### config.mk
export PLATFORM = sky130hd
export DESIGN_NAME = ex_mem_reg
export DESIGN_NICKNAME = d
export VERILOG_FILES = /design/src/rtl/ex_mem_reg.sv
export SDC_FILE = /design/constraint.sdc
export NUM_CORES = 1
export LEC_CHECK = 0
export ABC_CLOCK_PERIOD_IN_PS = 1300
export CAP_MARGIN = 10
export CORE_MARGIN = 1
export CORE_UTILIZATION = 35
export DETAILED_ROUTE_END_ITERATION = 10
export PLACE_DENSITY = 0.75
export SLEW_MARGIN = 0
export SYNTH_ARGS = -nofsm -noshare
export SYNTH_HDL_FRONTEND = slang
export SYNTH_SLANG_ARGS = --single-unit
### constraint.sdc
create_clock -name clk -period 1.3 [get_ports clk]
set_input_delay 0.13 -clock clk [delete_from_list [all_inputs] [get_ports clk]]
set_output_delay 0.13 -clock clk [all_outputs]
set_load 0.02 [all_outputs]
### src/rtl/ex_mem_reg.sv
// EX/MEM pipeline register: resolves branches/jumps from ALU flags, issues a one-cycle
// PC redirect and squashes wrong-path instructions. Optional macro: EXMEM_MISALIGN_EN.
module ex_mem_reg #(
    parameter int KILL_SLOTS = 2
) (
    input  logic        clk,
    input  logic        rst_n,
    input  logic        stall_i,
    input  logic        flush_i,
    input  logic        ex_valid_i,
    input  logic [31:0] alu_result_i,
    input  logic        aN_i,
    input  logic        aZ_i,
    input  logic        aC_i,
    input  logic        aV_i,
    input  logic        is_branch_i,
    input  logic        is_jump_i,
    input  logic [2:0]  funct3_i,
    input  logic [31:0] pc_target_i,
    input  logic [31:0] pc_plus4_i,
    input  logic [4:0]  rd_i,
    input  logic        reg_write_i,
    input  logic        mem_read_i,
    input  logic        mem_write_i,
    input  logic [31:0] mem_wdata_i,
    input  logic [1:0]  wb_sel_i,
    output logic        mem_valid_o,
    output logic [31:0] alu_result_o,
    output logic [31:0] pc_plus4_o,
    output logic [31:0] mem_wdata_o,
    output logic [4:0]  rd_o,
    output logic [1:0]  wb_sel_o,
    output logic        reg_write_o,
    output logic        mem_read_o,
    output logic        mem_write_o,
    output logic        redirect_o,
    output logic [31:0] redirect_pc_o,
    output logic        misalign_o
);

    localparam logic [1:0] KILL_INIT = KILL_SLOTS[1:0];

    logic [1:0]  r_kill_cnt;
    logic        r_mem_valid;
    logic [31:0] r_alu_result;
    logic [31:0] r_pc_plus4;
    logic [31:0] r_mem_wdata;
    logic [4:0]  r_rd;
    logic [1:0]  r_wb_sel;
    logic        r_reg_write;
    logic        r_mem_read;
    logic        r_mem_write;
    logic        r_redirect;
    logic [31:0] r_redirect_pc;

    logic w_cond;
    logic w_take;
    logic w_live;
    logic w_mis;
    logic w_fire;

    // Branch condition decode from the ALU flags of a - b
    always_comb begin
        w_cond = 1'b0;
        case (funct3_i)
            3'b000:  w_cond = aZ_i;
            3'b001:  w_cond = ~aZ_i;
            3'b100:  w_cond = aN_i ^ aV_i;
            3'b101:  w_cond = ~(aN_i ^ aV_i);
            3'b110:  w_cond = ~aC_i;
            3'b111:  w_cond = aC_i;
            default: w_cond = 1'b0;
        endcase
    end

    // Liveness, take decision and redirect qualification
    always_comb begin
        w_take = is_jump_i | (is_branch_i & w_cond);
        w_live = ex_valid_i & ~flush_i & (r_kill_cnt == 2'd0);
`ifdef EXMEM_MISALIGN_EN
        w_mis  = w_live & w_take & (pc_target_i[1:0] != 2'b00);
`else
        w_mis  = 1'b0;
`endif
        w_fire = w_live & w_take & ~w_mis;
    end

    // Kill counter: armed by a redirect, consumed by each real younger instruction
    always_ff @(posedge clk) begin
        if (!rst_n) begin
            r_kill_cnt <= 2'd0;
        end else if (!stall_i) begin
            if (w_fire) begin
                r_kill_cnt <= KILL_INIT;
            end else if (ex_valid_i && (r_kill_cnt != 2'd0)) begin
                r_kill_cnt <= r_kill_cnt - 2'd1;
            end
        end
    end

    // Stage register; pulses are dropped while stalled so each redirect fires once
    always_ff @(posedge clk) begin
        if (!rst_n) begin
            r_mem_valid   <= 1'b0;
            r_alu_result  <= 32'd0;
            r_pc_plus4    <= 32'd0;
            r_mem_wdata   <= 32'd0;
            r_rd          <= 5'd0;
            r_wb_sel      <= 2'd0;
            r_reg_write   <= 1'b0;
            r_mem_read    <= 1'b0;
            r_mem_write   <= 1'b0;
            r_redirect    <= 1'b0;
            r_redirect_pc <= 32'd0;
        end else if (stall_i) begin
            r_redirect    <= 1'b0;
        end else begin
            r_mem_valid   <= w_live;
            r_alu_result  <= alu_result_i;
            r_pc_plus4    <= pc_plus4_i;
            r_mem_wdata   <= mem_wdata_i;
            r_rd          <= rd_i;
            r_wb_sel      <= wb_sel_i;
            r_reg_write   <= reg_write_i & w_live;
            r_mem_read    <= mem_read_i & w_live;
            r_mem_write   <= mem_write_i & w_live;
            r_redirect    <= w_fire;
            r_redirect_pc <= pc_target_i;
        end
    end

`ifdef EXMEM_MISALIGN_EN
    logic r_misalign;

    // Misaligned-target pulse, same one-shot behaviour as the redirect
    always_ff @(posedge clk) begin
        if (!rst_n) begin
            r_misalign <= 1'b0;
        end else if (stall_i) begin
            r_misalign <= 1'b0;
        end else begin
            r_misalign <= w_mis;
        end
    end

    assign misalign_o = r_misalign;
`else
    assign misalign_o = 1'b0;
`endif

    assign mem_valid_o   = r_mem_valid;
    assign alu_result_o  = r_alu_result;
    assign pc_plus4_o    = r_pc_plus4;
    assign mem_wdata_o   = r_mem_wdata;
    assign rd_o          = r_rd;
    assign wb_sel_o      = r_wb_sel;
    assign reg_write_o   = r_reg_write;
    assign mem_read_o    = r_mem_read;
    assign mem_write_o   = r_mem_write;
    assign redirect_o    = r_redirect;
    assign redirect_pc_o = r_redirect_pc;

endmodule

==> run metrics <==
iteration count of the initial detailed-routing pass 4; GR Layer Usage met2 0.346; dpl cells about 940; HP Start rst_n; Synth top area share 0.525; sequential fraction of the synthesis area 0.525; skew final 5.88 ps; multi-input logic area around 0.0024 mm2; busiest grt layer met2; Synth warnings 0; CP arrival roughly 1600 ps; Max FO, Critical Path 2; initial antenna violation count 0; clock root buffer clkbuf_16; first-pass GRT wire length ~24 mm; vias in the first global route approximately 4700; Synth Register Bits 142; Antenna Cells 0; Compound-Gate Fraction of Synth Area 0.0224; Clock transition at path regs about 60 ps; Synth Cell Area approximately 0.0054 mm2; gr ovfl total 0; Top FF cell, synth dfxtp_1; Post-Route WL 14.9 mm; antenna-violating nets left 0; quantity of I/O buffers inserted on ports approximately 290; portion of netlist area occupied by mux cells 0.250; Post-Syn Instances approximately 480; max-slew violations 0; synthesized area per cell 11.4 um2; GR Util met1 0.187; kind of critical path input pin to flop; fill count roughly 1300; reg2reg start r_kill_cnt[1]; most common cell in the netlist dfxtp_1; Final Util 0.599; Post-Synth Adder-Cell Area 0.00231; die height roughly 130 um; shortest period the worst path allows 1300 ps; FF/Latch Area between 0.002 and 0.003 mm2; # DRC 0; PD cells between 1000 and 1500 mW/mm2; initial core utilization 0.357; Layout Area Growth over Synthesis 67.6%; path category of the worst min-delay check input pin to flop; final hold violations 0; CTS Hold Bufs 0; Final Non-Filler Cells between 900 and 1000; worst hold path depth 3; peak supply drop around 840 uV; slowest stage cell, crit path xor3_1; final setup fails 1; die area approximately 0.016 mm2; Post-Synth Simple-Gate Area 0.166; CTS tree yes; Max Cap Viol 0; # IOs about 300; Peak Freq ~770 MHz; Std-Cell Core Area ~0.015 mm2; total track usage 0.191; largest family of logic cells by synthesized area multiplexers; Crit. End Element flop; status complete, but fails checks; violated checks setup timing; setup slack, reg-to-reg 10 ps; asr flop ratio synth 0; Post-synth top cells dfxtp_1, mux2i_1, nor2b_1, clkbuf_1, buf_2; Yosys top cell by area dfxtp_1; Synth Net Count roughly 630; total number of vias between 4000 and 5000; CTS Sinks about 140; clk_lat worst skew between 400 and 500 ps; largest net degree at the start of global routing 82; Final WS setup -3.08 ps; Initial DRC Count 149; Yosys cell types 29; Post-synth EDFFs 0; row cnt 45; Critical Path RT between 1500 and 2000 ps; CP startpoint kind input pin; M3 GR Usage 0.0814; final worst-path cycle share 1.00; ranking of synthesized cells by area dfxtp_1, mux2i_1, nor2b_1; Routed WL per cell around 15 um; worst path cell trace dlygate4sd2_1 > xor3_1 > o311ai_2 > a21oi_1 > or2_1 > o211a_1; layout cell share with drive strength beyond 1 0.0754; dpl hpwl approximately 11 mm; Leak Pwr 4.30 nW; Max clock buf depth 2; RSZ-0062 raised after global routing yes; die extent in x about 130 um; Worst R2R Path Depth 6; H-tree depth 4; reg2reg end r_kill_cnt[1]; Worst Hold Endpoint r_kill_cnt[1]; GPL Wtd Cong between 0.7 and 0.8; cts bufs inserted 17; Final #Nets 922; slowest cell delay on critical path between 400 and 500 ps; vias per inst about 4.6; XOR/XNOR Fraction of Synth Area 0.00439
[worst max path at each step]
stage,slack (ps),endpoint,startpoint
after floorplan,-50,r_kill_cnt[1],funct3_i[0]
after global placement,-620,r_kill_cnt[1],funct3_i[0]
after detailed placement,-700,r_kill_cnt[1],funct3_i[0]
after CTS,-9,r_kill_cnt[1],r_kill_cnt[1]
after global routing,-50,r_kill_cnt[1],aN_i
final,-3,r_kill_cnt[1],aN_i
[power by group]
part | total (W) | internal (W) | switching, W | leakage (nW)
Clock | 0.00496 | 0.00307 | 0.00189 | 0.282
Combinational | 0.00187 | 0.00102 | 0.000847 | 2.85
Sequential | 0.00473 | 0.00461 | 0.000123 | 1.17
Total | 0.0116 | 0.00870 | 0.00286 | 4.30
[stage by stage]
step                setup slack, ps  TNS [ps]  hold slack (ps)  area, um2  total power, W
global placement               -623     -1730              478       8590         0.00681
floorplan                     -53.9     -53.9              254       5410         0.00573
CTS                           -8.55     -8.55              205       9050          0.0117
global route                  -50.4     -50.4              225       9070          0.0121
finish                        -3.08     -3.08              219       9070          0.0116
detailed placement             -695     -2110              490       8590         0.00686
[critical path: cells and delay by family]
family | cells | cell delay, ps
buffers and inverters | 1 | 200
xor gates and xnor gates | 1 | 440
AOI/OAI and AO/OA | 3 | 580
and+or+nand+nor | 1 | 250
[registers in the layout, indices dropped and copies added (netlist names)]
name and cells:
alu_result_o 32, redirect_pc_o 32, wb_sel_o 2, mem_wdata_o 32, mem_write_o 1, mem_read_o 1, mem_valid_o 1, reg_write_o 1
r_kill_cnt 2, redirect_o 1, rd_o 5, pc_plus4_o 32
[logic make-up (layout without fill, tap and decap cells)]
family	Yosys count	after routing
other	1	1
muxes	135	135
adders and majority gates	1	1
xor gates and xnor gates	1	1
buffers and inverters	37	343
and+or+nand+nor	144	144
AOI/OAI and AO/OA	15	15
DFF	142	142
[what timing repair did]
action,4_1_cts,5_1_grt
resized for setup,150,14
setup buffers,2,0
endpoints found under the setup margin,142,13
pin swaps,6,3
[final cells by class]
cell class | instances | share of cell area
Clock buffer | 19 | 0.0488
Clock inverter | 13 | 0.0181
Inverter | 4 | 0.00166
Multi-Input combinational cell | 297 | 0.268
Sequential cell | 142 | 0.314
Tap cell | 188 | 0.0259
Timing Repair Buffer | 307 | 0.324
[per-layer routing]
metal  wire, um  share of wire  vias up
met5          0              0        -
met4        369          0.025        0
met3       1320          0.089       29
met2       7570           0.51      196
met1       5620           0.38     2033
li1           -              -     2180
[layout by cell type (no fill, tap or decap), types with 3 or more instances in the layout]
cell               n
clkdlybuf4s15_1    9
dfxtp_1          140
nor2b_1          135
a32o_1             3
buf_4             10
bufinv_16          3
buf_12             6
mux2i_1          135
clkdlybuf4s50_1  145
clkbuf_16         17
dlygate4sd2_1    133
clkinvlp_4         5
nand2_1            3
No activity file was read; power rests on OpenSTA's default activity.
